$ cat config.mk
export PLATFORM = sky130hd
export DESIGN_NAME = pipe_hazard_ctrl
export DESIGN_NICKNAME = d
export VERILOG_FILES = /design/src/rtl/cpu_pipe_pkg.sv /design/src/rtl/hazard_perf_cnt.sv /design/src/rtl/pipe_hazard_ctrl.sv
export SDC_FILE = /design/constraint.sdc
export NUM_CORES = 1
export LEC_CHECK = 0
export ABC_AREA = 1
export CAP_MARGIN = 25
export CORE_UTILIZATION = 45
export DETAILED_ROUTE_END_ITERATION = 8
export PLACE_DENSITY = 0.81
export SYNTH_ARGS = -nofsm -noshare
export SYNTH_HDL_FRONTEND = slang
export SYNTH_SLANG_ARGS = --single-unit
$ cat constraint.sdc
create_clock -name clk -period 3.2 [get_ports clk]
set_input_delay 0.48 -clock clk [delete_from_list [all_inputs] [get_ports clk]]
set_output_delay 0.48 -clock clk [all_outputs]
set_load 0.005 [all_outputs]
$ cat src/rtl/cpu_pipe_pkg.sv
// Shared CPU pipeline definitions: hazard FSM state encoding, register
// address width and the memory-wait watchdog limit.
package cpu_pipe_pkg;

  localparam int         REG_AW   = 6;
  localparam logic [7:0] WAIT_MAX = 8'd255;

  typedef enum logic [1:0] {
    ST_RUN      = 2'd0,
    ST_MEM_WAIT = 2'd1,
    ST_REDIRECT = 2'd2,
    ST_ILLEGAL  = 2'd3
  } hz_state_e;

  // One bundle of pipeline-register controls produced per cycle.
  typedef struct packed {
    logic pc_hold;
    logic ifid_hold;
    logic ifid_flush;
    logic idex_hold;
    logic idex_flush;
    logic exmem_hold;
  } hz_ctrl_t;

endpackage

$ cat src/rtl/hazard_perf_cnt.sv
// Saturating event counter used for hazard performance statistics.
module hazard_perf_cnt #(
  parameter int W = 16
) (
  input  logic         clk,
  input  logic         rst,
  input  logic         inc_i,
  output logic [W-1:0] cnt_o
);

  logic [W-1:0] cnt_q;

  // Count qualifying cycles, sticking at all-ones instead of wrapping.
  always_ff @(posedge clk or posedge rst) begin
    if (rst) begin
      cnt_q <= '0;
    end else if (inc_i && (cnt_q != '1)) begin
      cnt_q <= cnt_q + W'(1);
    end
  end

  assign cnt_o = cnt_q;

endmodule

$ cat src/rtl/pipe_hazard_ctrl.sv
// Pipeline hazard controller: load-use stalls, branch/jump redirect
// flushes and data-memory wait stalls, with a sticky wait watchdog.
// Optional feature: define HAZARD_PERF_CNT_EN to add saturating
// stall_cnt / flush_cnt performance counters.
module pipe_hazard_ctrl
  import cpu_pipe_pkg::*;
(
  input  logic              clk,
  input  logic              rst,
  input  logic              id_valid,
  input  logic [REG_AW-1:0] id_rs1,
  input  logic [REG_AW-1:0] id_rs2,
  input  logic [REG_AW-1:0] ex_rd,
  input  logic              ex_memRead,
  input  logic              ex_redirect,
  input  logic              mem_req,
  input  logic              mem_ready,
  output logic              pc_hold,
  output logic              ifid_hold,
  output logic              ifid_flush,
  output logic              idex_hold,
  output logic              idex_flush,
  output logic              exmem_hold,
  output logic [1:0]        state,
  output logic              mem_timeout
`ifdef HAZARD_PERF_CNT_EN
  ,
  output logic [15:0]       stall_cnt,
  output logic [15:0]       flush_cnt
`endif
);

  localparam hz_ctrl_t CTRL_HOLD_ALL = '{pc_hold: 1'b1, ifid_hold: 1'b1, ifid_flush: 1'b0,
                                         idex_hold: 1'b1, idex_flush: 1'b0, exmem_hold: 1'b1};
  localparam hz_ctrl_t CTRL_FLUSH    = '{pc_hold: 1'b0, ifid_hold: 1'b0, ifid_flush: 1'b1,
                                         idex_hold: 1'b0, idex_flush: 1'b1, exmem_hold: 1'b0};
  localparam hz_ctrl_t CTRL_LOAD_USE = '{pc_hold: 1'b1, ifid_hold: 1'b1, ifid_flush: 1'b0,
                                         idex_hold: 1'b0, idex_flush: 1'b1, exmem_hold: 1'b0};

  hz_state_e  state_q, state_d;
  logic       pend_q, pend_d;
  logic [7:0] wait_cnt_q, wait_cnt_d;
  logic       timeout_q;
  hz_ctrl_t   ctrl_c;
  hz_ctrl_t   ctrl_out;

  logic load_use;
  logic mem_stall;

  assign load_use  = id_valid & ex_memRead & ((ex_rd == id_rs1) | (ex_rd == id_rs2));
  assign mem_stall = mem_req & ~mem_ready;

  // Next-state and Mealy control decode; priority mem_stall > redirect > load_use.
  always_comb begin
    // NOTE: every signal assigned here gets a default first so no path leaves it unassigned (no latch).
    ctrl_c     = '0;
    state_d    = state_q;
    pend_d     = pend_q;
    wait_cnt_d = wait_cnt_q;
    case (state_q)
      ST_RUN: begin
        if (mem_stall) begin
          ctrl_c     = CTRL_HOLD_ALL;
          state_d    = ST_MEM_WAIT;
          pend_d     = ex_redirect;
          wait_cnt_d = '0;
        end else if (ex_redirect) begin
          ctrl_c = CTRL_FLUSH;
        end else if (load_use) begin
          ctrl_c = CTRL_LOAD_USE;
        end
      end
      ST_MEM_WAIT: begin
        wait_cnt_d = (wait_cnt_q == WAIT_MAX) ? wait_cnt_q : wait_cnt_q + 8'd1;
        // A redirect resolved during the wait must not be lost; it is replayed after.
        pend_d     = pend_q | ex_redirect;
        if (mem_stall) begin
          ctrl_c = CTRL_HOLD_ALL;
        end else begin
          state_d = (pend_q | ex_redirect) ? ST_REDIRECT : ST_RUN;
        end
      end
      ST_REDIRECT: begin
        if (mem_stall) begin
          ctrl_c     = CTRL_HOLD_ALL;
          state_d    = ST_MEM_WAIT;
          wait_cnt_d = '0;
        end else begin
          ctrl_c  = CTRL_FLUSH;
          pend_d  = 1'b0;
          state_d = ST_RUN;
        end
      end
      default: begin
        state_d    = ST_RUN;
        pend_d     = 1'b0;
        wait_cnt_d = '0;
      end
    endcase
  end

  // Output shaping: flush beats hold on the same register, and reset silences everything.
  always_comb begin
    ctrl_out           = ctrl_c;
    ctrl_out.ifid_hold = ctrl_c.ifid_hold & ~ctrl_c.ifid_flush;
    ctrl_out.idex_hold = ctrl_c.idex_hold & ~ctrl_c.idex_flush;
    // Outputs are combinational from inputs, so the async reset must also gate them directly.
    if (rst) begin
      ctrl_out = '0;
    end
  end

  // State, pending redirect, wait counter and sticky watchdog registers.
  always_ff @(posedge clk or posedge rst) begin
    if (rst) begin
      state_q    <= ST_RUN;
      pend_q     <= 1'b0;
      wait_cnt_q <= '0;
      timeout_q  <= 1'b0;
    end else begin
      // NOTE: sequential state uses non-blocking assignments so all registers update from pre-edge values.
      state_q    <= state_d;
      pend_q     <= pend_d;
      wait_cnt_q <= wait_cnt_d;
      timeout_q  <= timeout_q | (wait_cnt_d == WAIT_MAX);
    end
  end

  assign pc_hold     = ctrl_out.pc_hold;
  assign ifid_hold   = ctrl_out.ifid_hold;
  assign ifid_flush  = ctrl_out.ifid_flush;
  assign idex_hold   = ctrl_out.idex_hold;
  assign idex_flush  = ctrl_out.idex_flush;
  assign exmem_hold  = ctrl_out.exmem_hold;
  assign state       = state_q;
  assign mem_timeout = timeout_q;

`ifdef HAZARD_PERF_CNT_EN
  hazard_perf_cnt #(.W(16)) u_stall_cnt (
    .clk   (clk),
    .rst   (rst),
    .inc_i (ctrl_out.pc_hold),
    .cnt_o (stall_cnt)
  );

  hazard_perf_cnt #(.W(16)) u_flush_cnt (
    .clk   (clk),
    .rst   (rst),
    .inc_i (ctrl_out.idex_flush),
    .cnt_o (flush_cnt)
  );
`endif

endmodule

==> results.md, run 1 <==
Clocking:
- The cell chosen for the clock root is sky130_fd_sc_hd__clkbuf_4.
- The clock passes through at most 2 buffers.
- Once the clock tree was built, the resizer swapped 0 gates to a different size.
- The number of clock sinks is 12.
- In this run, CTS created clock tree buffers numbering 3.
- The cts-stage hold buffer count is 0.
- The TritonCTS clock tree is yes.
- After clock tree synthesis, the clock-pin slew on the worst setup and hold paths is 0.08 ns.
- After clock tree synthesis, the setup repair step added 0 buffers.
- The count of H-tree levels built during CTS is 1.
- The source-to-sink clock delay at the later pin of the worst-skew pair is 0.26 ns.

Drt:
- The routed layout has 992 vias.
- The count of nets left with antenna violations once routing finished came out at 0.
- Dividing the detail-routed via count by the number of cells gives 4.816.
- For this run, design rule violations remaining after detail routing come to 0.
- For this block, the initial DRC count from the detailed router was 13.
- The first TritonRoute pass finished after 4 iterations.
- The post-detailed-route wirelength per cell is 10.60 um.
- The final wirelength is 2.184 mm.

Worst setup path:
- The startpoint of the worst-slack reg-to-reg timing path is wait_cnt_q[0]$_DFF_PP0_.
- The worst setup path is launched from an input port.
- Across all register-to-register paths, the minimum setup slack is 1.61 ns.
- STA puts the critical path data required time at 2.72 ns.
- Data on the critical path arrives at its endpoint at 2.09 ns.
- The maximum net fanout on the critical path is 9.
- The path depth of the worst reg2reg path is 11.
- The worst setup path is captured at a primary output.
- The destination of the worst register-to-register timing path is mem_timeout$_DFF_PP0_.
- The critical path is of the input port to primary output type.

Die:
- The number of primary I/O pins is 34.
- In this run the standard cell core region covers 0.001962 mm^2.
- The floorplan step set the die height to 47.73 um.
- The effective utilization at floorplan is 0.4796.
- The cell row count is 16.
- The floorplan die width is 47.73 um.
- The die covers 0.002278 mm^2.

Timing:
- Setup repair after global routing left no endpoint under its margin.
- The accumulated negative setup slack is 0 ns.
- The count of final hold-check violations is 0.
- The top achievable clock speed is 389.8 MHz.
- At the pin with the least slew margin, the transition time is 0.3540 ns.
- The final hold slack is 0.4720 ns.
- The number of setup violations in the final report is 0.
- The final critical-path share of the clock period is 0.8016.
- Across the routed clock network, the largest skew measured is 0.0008382 ns.
- Measured against its own limit, the worst slew margin works out to 0.7640.
- The number of slew-limit violations in the final report is 0.
- The minimum clock period is 2.565 ns.

Finish:
- Once layout is complete, the utilization of the core stands at 0.6913.
- The area growth from synthesis to final layout is 44.15%.
- The number of antenna diodes is 0.
- The net count of the finished layout is 206.
- Of the cells placed in the final design, the portion with a size suffix greater than 1 is 0.08939.
- The area of the multi-input gates is 569.3 um^2.
- Excluding fillers, the count of instances in the completed layout stands at 206.
- The sequential cell area is 300.3 um^2.
- Fill cells in the final layout number 181.

Synthesis:
- For this run, the number of Yosys warnings is 0.
- The number of synthesized flops with an enable pin is 0.
- The average footprint of a synthesized cell is 6.721 um^2.
- The post-synthesis sequential element count is 12.
- Of all cell types, the one taking the most synthesized area is sky130_fd_sc_hd__dfrtp_1.
- Sorting the synthesized cells by area gives the leading types as sky130_fd_sc_hd__dfrtp_1 (32%), sky130_fd_sc_hd__nand2_1 (17%), sky130_fd_sc_hd__nand3_1 (8.0%), sky130_fd_sc_hd__nor2_1 (7.6%), sky130_fd_sc_hd__xor2_1 (7.4%).
- The sequential area share after synthesis is 0.3191.
- The gate count of the mapped netlist is 140.
- The dominant synthesized flop cell is sky130_fd_sc_hd__dfrtp_1.
- The share of synthesized area in the top cell type comes to 0.3191.
- The number of library cell types mapped by synthesis is 20.
- The leading cell type by number of instances after synthesis is sky130_fd_sc_hd__nand2_1.
- The proportion of register bits with asynchronous set or reset after synthesis is 1.000.
- By count the netlist is led by sky130_fd_sc_hd__nand2_1 (43), sky130_fd_sc_hd__nor2_1 (19), sky130_fd_sc_hd__inv_1 (16).
- The post-synthesis cell area is 940.9 um^2.
- Counting every net in the synthesized netlist gives 166.

GRT:
- For this run, the total global-route usage over all layers was measured as 0.2045.
- The global-route wire length before repair is 3.346 mm.
- For met1 alone, demand over resource in global routing was 0.2582.
- The number of global-route vias before repair was 866.
- The leftover overflow at the end of global routing is 0.
- The number of antenna violations at the first check in global routing is 0.
- The layer flagged by global routing as most heavily used is met2.
- For met2 alone, demand over resource in global routing was 0.3784.
- Entering global routing, the biggest net connects 14 pins.
- The met3 track utilization from global routing is 0.02264.

Power:
- The leakage dissipation is 0.6745 nW.
- IR analysis of the VDD net gives a maximum drop of 326.0 uV.
- The design draws 405.9 uW.
- In this run the power density over the cells is 299.2 mW/mm^2.

Worst hold path:
- The class of the tightest hold or removal check is register to register.
- The source of the worst hold timing path is mem_timeout$_DFF_PP0_.
- The hold-critical path endpoint is mem_timeout$_DFF_PP0_.
- The worst hold path cell count is 2.

Placed design:
- The HPWL after detailed placement is 1.842 mm.
- Counting tap cells, the placed design contains a total of 202 instances.
- Port buffering added 33 buffers.
- At the end of routability-driven placement, the weighted congestion stood at 0.7742.

Status:
- The run finished with clean final reports.

Job:
- Across the run, the number of max-cap violations was 0.
-- through the flow --
stage               setup slack [ns]  area [um^2]
floorplan                      1.493        940.9
global placement              0.6355         1320
detailed placement            0.6080         1320
CTS                           0.6067         1356
global route                  0.4707         1356
finish                        0.6347         1356
-- cells in the final DEF, fill, tap and decap left out, drive strengths merged, types with 4 or more instances in the layout --
cell           count
nand2             46
clkbuf             4
nor2              22
dfrtp             12
o21ai              6
nand3             15
xor2               8
xnor2              5
inv               19
clkdlybuf4s50     33
-- state kept, by name, summed over array words and instances (netlist names) --
signal	cells
pend_q	1
wait_cnt_q	8
state	2
mem_timeout	1
-- where the power goes --
group / leakage, nW / switching [mW] / internal [mW] / total [mW]
logic: 0.497 / 0.0481 / 0.0635 / 0.112
clock network: 0.0210 / 0.0490 / 0.0690 / 0.118
registers: 0.156 / 0.0140 / 0.162 / 0.176
total: 0.675 / 0.111 / 0.295 / 0.406
-- final cells by class --
cell class,count,share of cell area
clock buffer,4,0.02675
multi-input combinational,109,0.4197
timing repair buffer,35,0.2546
inverter,19,0.05258
tap,27,0.02491
sequential,12,0.2214
-- layer usage --
metal  wire length (um)  vias to the layer above
li1                   -                      517
met1                931                      443
met2               1086                       32
met3                165                        0
met4                  0                        0
met5                  0                        -
-- cells by family (layout without fill, tap and decap cells) --
kind of cell,after synthesis,count (layout),share of synthesized area
AO/OA/AOI/OAI,9,9,0.05319
buffers and inverters,19,58,0.07580
AND/OR/NAND/NOR,86,86,0.4175
XOR/XNOR,13,13,0.1210
flip-flops,12,12,0.3192
adder cells (fa/ha/maj),1,1,0.01330
-- how the worst max path moves through the flow --
stage,from,end
3_3_place_gp,mem_ready,idex_flush
2_1_floorplan,mem_req,idex_flush
5_1_grt,mem_req,idex_flush
3_5_place_dp,ex_rd[1],pc_hold
6_report,mem_ready,idex_flush
4_1_cts,ex_rd[1],pc_hold
-- critical path, stage by stage --
cell and delay [ns]:
sky130_fd_sc_hd__clkdlybuf4s50_1 0.45, sky130_fd_sc_hd__nor2_1 0.06, sky130_fd_sc_hd__nor2_1 0.09, sky130_fd_sc_hd__buf_4 0.17, sky130_fd_sc_hd__inv_2 0.04, sky130_fd_sc_hd__nor2_1 0.11
sky130_fd_sc_hd__o21ai_1 0.10, sky130_fd_sc_hd__nand2_1 0.08, sky130_fd_sc_hd__clkdlybuf4s50_1 0.50
Note: power is estimated with default switching activity, not from simulation.
==> run 2: changes to the inputs <==
Settings changed: CORE_UTILIZATION 45 to 40, PLACE_DENSITY 0.81 to 0.76.
Clock period 3.2 ns to 2.1 ns, I/O delays scaled along.
==> results.md, run 2 (synthesis results as in run 1) <==
Status:
- The flow ran to the end, and the final reports show no timing, DRC or antenna violations.

Finish:
- The register with the most flip-flops in the final layout is wait_cnt_q.
- The number of antenna diodes is 0.
- After routing the design area is 0.001425 mm^2.
- The flip-flop count of the largest register after layout is 8.
- The most common cell after layout, fill and taps aside is sky130_fd_sc_hd__nand2_1.
- The final layout contains 213 nets.
- The top cell types in the final layout, fill and taps aside, are sky130_fd_sc_hd__nand2_1 (42), sky130_fd_sc_hd__clkdlybuf4s50_1 (20), sky130_fd_sc_hd__nor2_1 (16).
- In the final layout, the share of cells above drive strength 1 is 0.1720.
- Compared with the post-synthesis result, the final layout area differs by 51.46%.
- At the end of the flow the core is filled with cells to 0.6442.

Power:
- The power per cell area is 443.4 mW/mm^2.
- Summed over all cells, the static leakage comes to 0.7636 nW.
- The worst-case IR drop observed on VDD is 435.1 uV.

Clocking:
- The number of buffers added by the clock tree synthesis step is 3.
- The count of H-tree levels built during CTS is 1.
- After clock tree synthesis, the flow added hold-fix buffers numbering 0.
- The cell chosen for the clock root is sky130_fd_sc_hd__clkbuf_4.
- After clock tree synthesis, the clock-pin slew on the worst setup and hold paths is 0.07 ns.
- The number of clock sinks is 12.
- The TritonCTS clock tree is yes.
- For the worst-skew pair, the clock arrives at the later sink with an insertion delay of 0.26 ns.
- Counting along the longest clock path gives a buffer depth of 2.

Timing:
- The final critical-path share of the clock period is 0.9380.
- Setup slack on the critical path of the routed design comes to 0.1303 ns.
- Setup violations remaining at the end of the flow were counted as 0.
- Setup repair after global routing left no endpoint under its margin.
- The count of final hold-check violations was 0.
- Measured against its own limit, the worst slew margin works out to 0.7523.
- The transition time at the pin with the least slew margin is 0.3681 ns.
- On the final layout, the worst clock skew is 0.001278 ns.
- The final hold slack is 0.4691 ns.
- The number of slew-limit violations in the final report was 0.
- The top achievable clock speed is 507.7 MHz.
- The minimum clock period is 1.970 ns.

Worst setup path:
- In this run the worst setup path begins at id_rs1[0].
- The startpoint of the worst-slack reg-to-reg timing path is wait_cnt_q[0]$_DFF_PP0_.
- The destination of the worst register-to-register timing path is mem_timeout$_DFF_PP0_.
- The slowest stage of the critical path belongs to the cell sky130_fd_sc_hd__clkdlybuf4s50_1.
- The required time reported for the critical path endpoint is 1.78 ns.
- The setup slack of the most critical reg-to-reg path is 0.52 ns.
- Traced cell by cell, the critical path runs through clkdlybuf4s50_1 > xor2_1 > nor2_1 > nand4_1 > nand2_1 > buf_4 > buf_4 > nand3_2 > nand2_1 > clkbuf_2.
- The category of the critical setup timing path is input port to primary output.
- The worst setup path is launched from an input port.
- The worst register-to-register path has a depth of 11.
- Of all nets on the critical path, the largest fanout is 2.
- On the worst path, the slowest cell contributes a delay of 0.42 ns.
- STA classifies the critical path endpoint as a primary output.
- The worst endpoint data arrival time is 1.65 ns.
- The most critical setup path has its endpoint at pc_hold.

Drt:
- The first routing iteration left 8 violations.
- After detailed routing, the average wire length per cell comes to 11.41 um.
- The pre-antenna-repair detailed-routing pass consisted of 4 iterations.
- The post-detailed-route DRC marker count is 0.
- The final layout contains routed wiring with a total length of 2.441 mm.
- After detailed routing, the number of vias per cell comes to 4.827.
- The total number of vias is 1033.
- The detail route stage leaves a number of antenna-violating nets equal to 0.

GRT:
- The number of global-route vias before repair is 1076.
- The number of antenna violations at the first check in global routing was 0.
- For this run, the total global-route usage over all layers was measured as 0.2235.
- The leftover overflow at the end of global routing is 0.
- The global-route wire length before repair is 4.340 mm.
- Entering global routing, the biggest net connects 13 pins.

Placed design:
- The count of buffers added on input and output ports is 33.
- Once placement finished, the instance area stood at 0.001351 mm^2.
- Detailed placement finished with a half-perimeter wire length of 1.967 mm.
- OpenSTA, run right after detailed placement, puts the worst setup slack at -0.1484 ns.
- At the end of routability-driven placement, the weighted congestion stood at 0.8776.

Die:
- The placeable core region is 0.002212 mm^2.
- The die covers 0.002550 mm^2.
- The cell row count is 17.
- Measured along the y axis, the die boundary spans 50.50 um.
- The floorplan die width is 50.50 um.
- For this configuration, the core starts out at a cell density of 0.4253.
- The number of primary I/O pins is 34.

Worst hold path:
- The class of the tightest hold or removal check is input port to asynchronous set/reset pin.

Job:
- The max-cap violation count is 0.
-- run 2: changes by cell type in the layout (fill, tap and decap cells not counted), moves of 2 or more --
cell                              previous run  this run
sky130_fd_sc_hd__buf_4                       2         9
sky130_fd_sc_hd__nor2_1                     19        16
sky130_fd_sc_hd__dlymetal6s2s_1              0         2
sky130_fd_sc_hd__dlygate4sd2_1               0         9
sky130_fd_sc_hd__nor2_2                      0         2
sky130_fd_sc_hd__clkbuf_2                    0         2
sky130_fd_sc_hd__clkdlybuf4s50_1            33        20
-- run 2: final cells by class --
cell class	instances	area (um^2)
Inverter	19	71.32
Fill cell	200	787.0
Clock buffer	4	36.28
Sequential cell	12	300.3
Timing Repair Buffer	42	381.6
Tap cell	28	35.03
Multi-Input combinational cell	109	600.6
-- run 2: what timing repair did --
item                                   in CTS  in global routing
setup endpoints to repair                   6                  4
buffers inserted                            3                  0
resized for setup                          16                 10
cloned                                      0                  0
endpoints found under the hold margin       0                  0
pin swaps                                   5                  4
-- run 2: worst max-delay path: cells and delay by family --
kind                   cells  cell delay [ns]
XOR/XNOR                   1             0.16
buffers and inverters      4             0.72
AND/OR/NAND/NOR            5             0.45
-- run 2: how the worst min path moves through the flow --
stage	slack, ns	cells after the start	to
floorplan	0.19	1	mem_timeout$_DFF_PP0_
global placement	0.45	2	mem_timeout$_DFF_PP0_
detailed placement	0.46	2	mem_timeout$_DFF_PP0_
CTS	0.45	3	state[1]$_DFFE_PP0P_
global route	0.52	3	wait_cnt_q[3]$_DFF_PP0_
finish	0.47	3	wait_cnt_q[3]$_DFF_PP0_
-- run 2: stage by stage --
step	power, mW	setup TNS, ns	std cells
2_1_floorplan	0.3567	0	140
3_3_place_gp	0.4479	-0.6099	207
3_5_place_dp	0.4577	-0.7265	207
4_1_cts	0.6332	-0.01104	214
5_1_grt	0.6652	0	214
6_report	0.6319	0	214
-- run 2: metal layers --
metal  GRT usage  wire length (um)
met1      0.2500              1009
met2      0.4200              1342
met3     0.02727                57
met4     0.09259                31
met5           0                 0
-- run 2: power by group --
| group | total, mW | internal [mW] | switching, mW |
|---|---|---|---|
| Combinational | 0.187 | 0.0993 | 0.0873 |
| Clock | 0.175 | 0.105 | 0.0700 |
| Sequential | 0.270 | 0.248 | 0.0225 |
| Total | 0.632 | 0.452 | 0.180 |
==> run 3: changes to the inputs <==
Settings changed: PLACE_DENSITY 0.76 to 0.86.
==> results.md, run 3 (synthesis results as in run 1) <==
Finish:
- Leaving out fill and tap cells, the most frequent cells in the layout are sky130_fd_sc_hd__nand2_1 (43), sky130_fd_sc_hd__clkdlybuf4s50_1 (17), sky130_fd_sc_hd__nor2_1 (16).
- The number of nets in the layout is 215.
- The finished layout holds 215 standard cells, fillers aside.
- The library cell used most frequently in the layout, excluding fill and tap cells, is sky130_fd_sc_hd__nand2_1.
- Compared with the post-synthesis result, the final layout area differs by 52.66%.
- The fraction of final layout cells with drive strength greater than 1 is 0.1765.
- The final design area excluding fillers is 0.001436 mm^2.
- The number of antenna diodes is 0.
- Ranked by flip-flop count, first place goes to wait_cnt_q.
- The register with the most flip-flops in the layout has 8 of them.

Worst setup path:
- The category of the critical setup timing path is input port to primary output.
- The critical path goes through clkdlybuf4s50_1 > xor2_1 > nor2_1 > nand4_1 > nand2_1 > buf_4 > buf_4 > nand3_2 > nand2_1 > clkbuf_2.
- The required time reported for the critical path endpoint is 1.78 ns.
- The kind of cell adding the most delay to the critical path is buffers and inverters.
- The startpoint of the worst-slack reg-to-reg timing path is wait_cnt_q[1]$_DFF_PP0_.
- The sum of buffers and inverters on the critical path is 4.
- For this design, the slowest cell found on the critical path is sky130_fd_sc_hd__clkdlybuf4s50_1.
- The setup slack of the most critical reg-to-reg path is 0.51 ns.
- Data arrives at the worst endpoint at 1.64 ns.
- The largest single stage delay on the critical path is 0.42 ns.
- The worst setup path is captured at a primary output.
- The path depth of the worst reg2reg path is 11.
- The critical path launch point type is an input port.
- The maximum net fanout on the critical path is 2.
- In this run the critical register-to-register path is captured at mem_timeout$_DFF_PP0_.

Timing:
- The final critical-path share of the clock period is 0.9286.
- For the final database, setup skew stands at 0.0009631 ns.
- The post-layout worst setup margin is 0.1499 ns.
- The minimum clock period is 1.950 ns.
- Setup repair after global routing left no endpoint under its margin.
- The transition time at the pin with the least slew margin is 0.3833 ns.
- The count of final hold-check violations was 0.
- The number of slew-limit violations in the final report is 0.
- The remaining max-slew budget at the tightest pin is 0.7421.
- The tightest hold path in the finished design has a slack of 0.4697 ns.
- The number of setup violations in the final report is 0.
- Timing would allow up to 512.8 MHz.

GRT:
- The total global routing track utilization is 0.1997.
- The number of antenna violations at the first check in global routing is 0.
- The number of global-route vias before repair came to 1001.
- The first global-routing pass estimated 3.822 mm of wire.
- The leftover overflow at the end of global routing is 0.
- Entering global routing, the biggest net connects 13 pins.

Drt:
- The post-detailed-route wirelength per cell is 11.05 um.
- Routed signal wires occupy layers up through met4.
- The routed design has 2.375 mm of wire.
- The first detailed-routing pass took 4 iterations.
- The DRC violation total after the first TritonRoute iteration is 13.
- The met1 wire length is 927 um.
- The vias per cell is 4.800.
- The count of nets left with antenna violations once routing finished came out at 0.
- Detailed routing inserted a total of 1032 vias.
- Wire segments on met3 add up to 64 um in the final route.
- After detailed routing, the number of remaining DRC violations is 0.
- Detailed routing placed a total of 1.347 mm of wire on met2.

Power:
- The leakage dissipation is 0.8063 nW.
- Dividing total power by cell area gives a power density of 404.7 mW/mm^2.
- The maximum resistive drop on vdd is 430.6 uV.

Clocking:
- The count of H-tree levels built during CTS is 1.
- CTS placed an instance of sky130_fd_sc_hd__clkbuf_4 at the clock tree root.
- The number of buffers added by the clock tree synthesis step is 3.
- The source-to-sink clock delay at the later pin of the worst-skew pair is 0.26 ns.
- The cts-stage hold buffer count is 0.
- The TritonCTS clock tree is yes.
- The clock-pin slew reported for the worst setup and hold paths after clock tree synthesis is 0.06 ns.
- The number of clock sinks is 12.
- The maximum clock insertion buffer count is 2.

Worst hold path:
- For hold timing, the worst endpoint is mem_timeout$_DFF_PP0_.
- In this run the most critical hold path is launched from mem_timeout$_DFF_PP0_.
- The class of the tightest hold or removal check is register to register.
- The worst hold path cell count is 2.

Placed design:
- The total placed cells including tap cells is 207.
- The total placed instance area is 0.001351 mm^2.
- The setup slack at placement is -0.1400 ns.
- Port buffering added 33 buffers.
- After legalization and detailed placement, the total HPWL measured 1.962 mm.
- The global placer's final weighted congestion is 0.7916.

Job:
- The max-cap violation count is 0.

Die:
- The cell row count is 17.
- The floorplan step set the die height to 50.50 um.
- The floorplan step defined a core boundary enclosing 0.002212 mm^2.
- For this configuration, the core starts out at a cell density of 0.4253.
- The die footprint is 0.002550 mm^2.
- The number of primary I/O pins is 34.
- In this run the horizontal extent of the chip is 50.50 um.

Status:
- The run finished with clean final reports.
## run 3: repair_timing
item / CTS / global route
pin swaps: 3 / 8
buffers inserted: 3 / 2
setup endpoints to repair: 6 / 5
gates resized for setup: 15 / 14
cloned: 0 / 0
## run 3: routing by layer
layer | GRT usage | vias to the layer above
met3 | 0.02727 | 4
li1 | - | 532
met2 | 0.3911 | 20
met4 | 0.1204 | 0
met1 | 0.1927 | 476
met5 | 0 | -
## run 3: per-stage QoR
step,setup TNS [ns],total power [mW],utilization
global route,0,0.6180,0.6493
global placement,-0.5252,0.4463,0.6109
detailed placement,-0.6383,0.4569,0.6109
floorplan,0,0.3567,-
CTS,0,0.5890,0.6341
finish,0,0.5812,0.6493
## run 3: area by class of cell
| type | count | area (um^2) |
|---|---|---|
| well taps | 28 | 35.03 |
| clock buffers | 3 | 22.52 |
| inverters | 19 | 71.32 |
| multi-input cells | 109 | 599.3 |
| flip-flops and latches | 12 | 300.3 |
| fillers | 180 | 775.7 |
| repair buffers | 44 | 407.9 |
## run 3: how the worst max path moves through the flow
stage / slack, ns / cells past startpoint / from / to
after floorplan: 0.65 / 5 / state[0]$_DFFE_PP0P_ / idex_flush
after global placement: -0.12 / 8 / mem_req / pc_hold
after detailed placement: -0.14 / 8 / ex_rd[2] / pc_hold
after CTS: 0.004 / 10 / id_rs2[1] / pc_hold
after global routing: 0.05 / 10 / id_rs1[1] / pc_hold
final: 0.15 / 10 / id_rs1[1] / ifid_hold
## run 3: worst reg2reg max path, stage by stage (launching register included)
cell and delay [ns]:
sky130_fd_sc_hd__dfrtp_1 0.41, sky130_fd_sc_hd__ha_1 0.24, sky130_fd_sc_hd__nand2_2 0.10, sky130_fd_sc_hd__nor2_4 0.14, sky130_fd_sc_hd__nand2_4 0.10, sky130_fd_sc_hd__nand2_2 0.06, sky130_fd_sc_hd__nand2_1 0.05, sky130_fd_sc_hd__o21ai_2 0.14
sky130_fd_sc_hd__nand2_1 0.07, sky130_fd_sc_hd__nor2_1 0.11, sky130_fd_sc_hd__nand2_1 0.05, sky130_fd_sc_hd__nand2_1 0.05
## run 3: power by group
| part | leakage, nW | switching, mW | internal (mW) |
|---|---|---|---|
| Clock | 0.0138 | 0.0589 | 0.0659 |
| Sequential | 0.156 | 0.0211 | 0.248 |
| Combinational | 0.637 | 0.0869 | 0.101 |
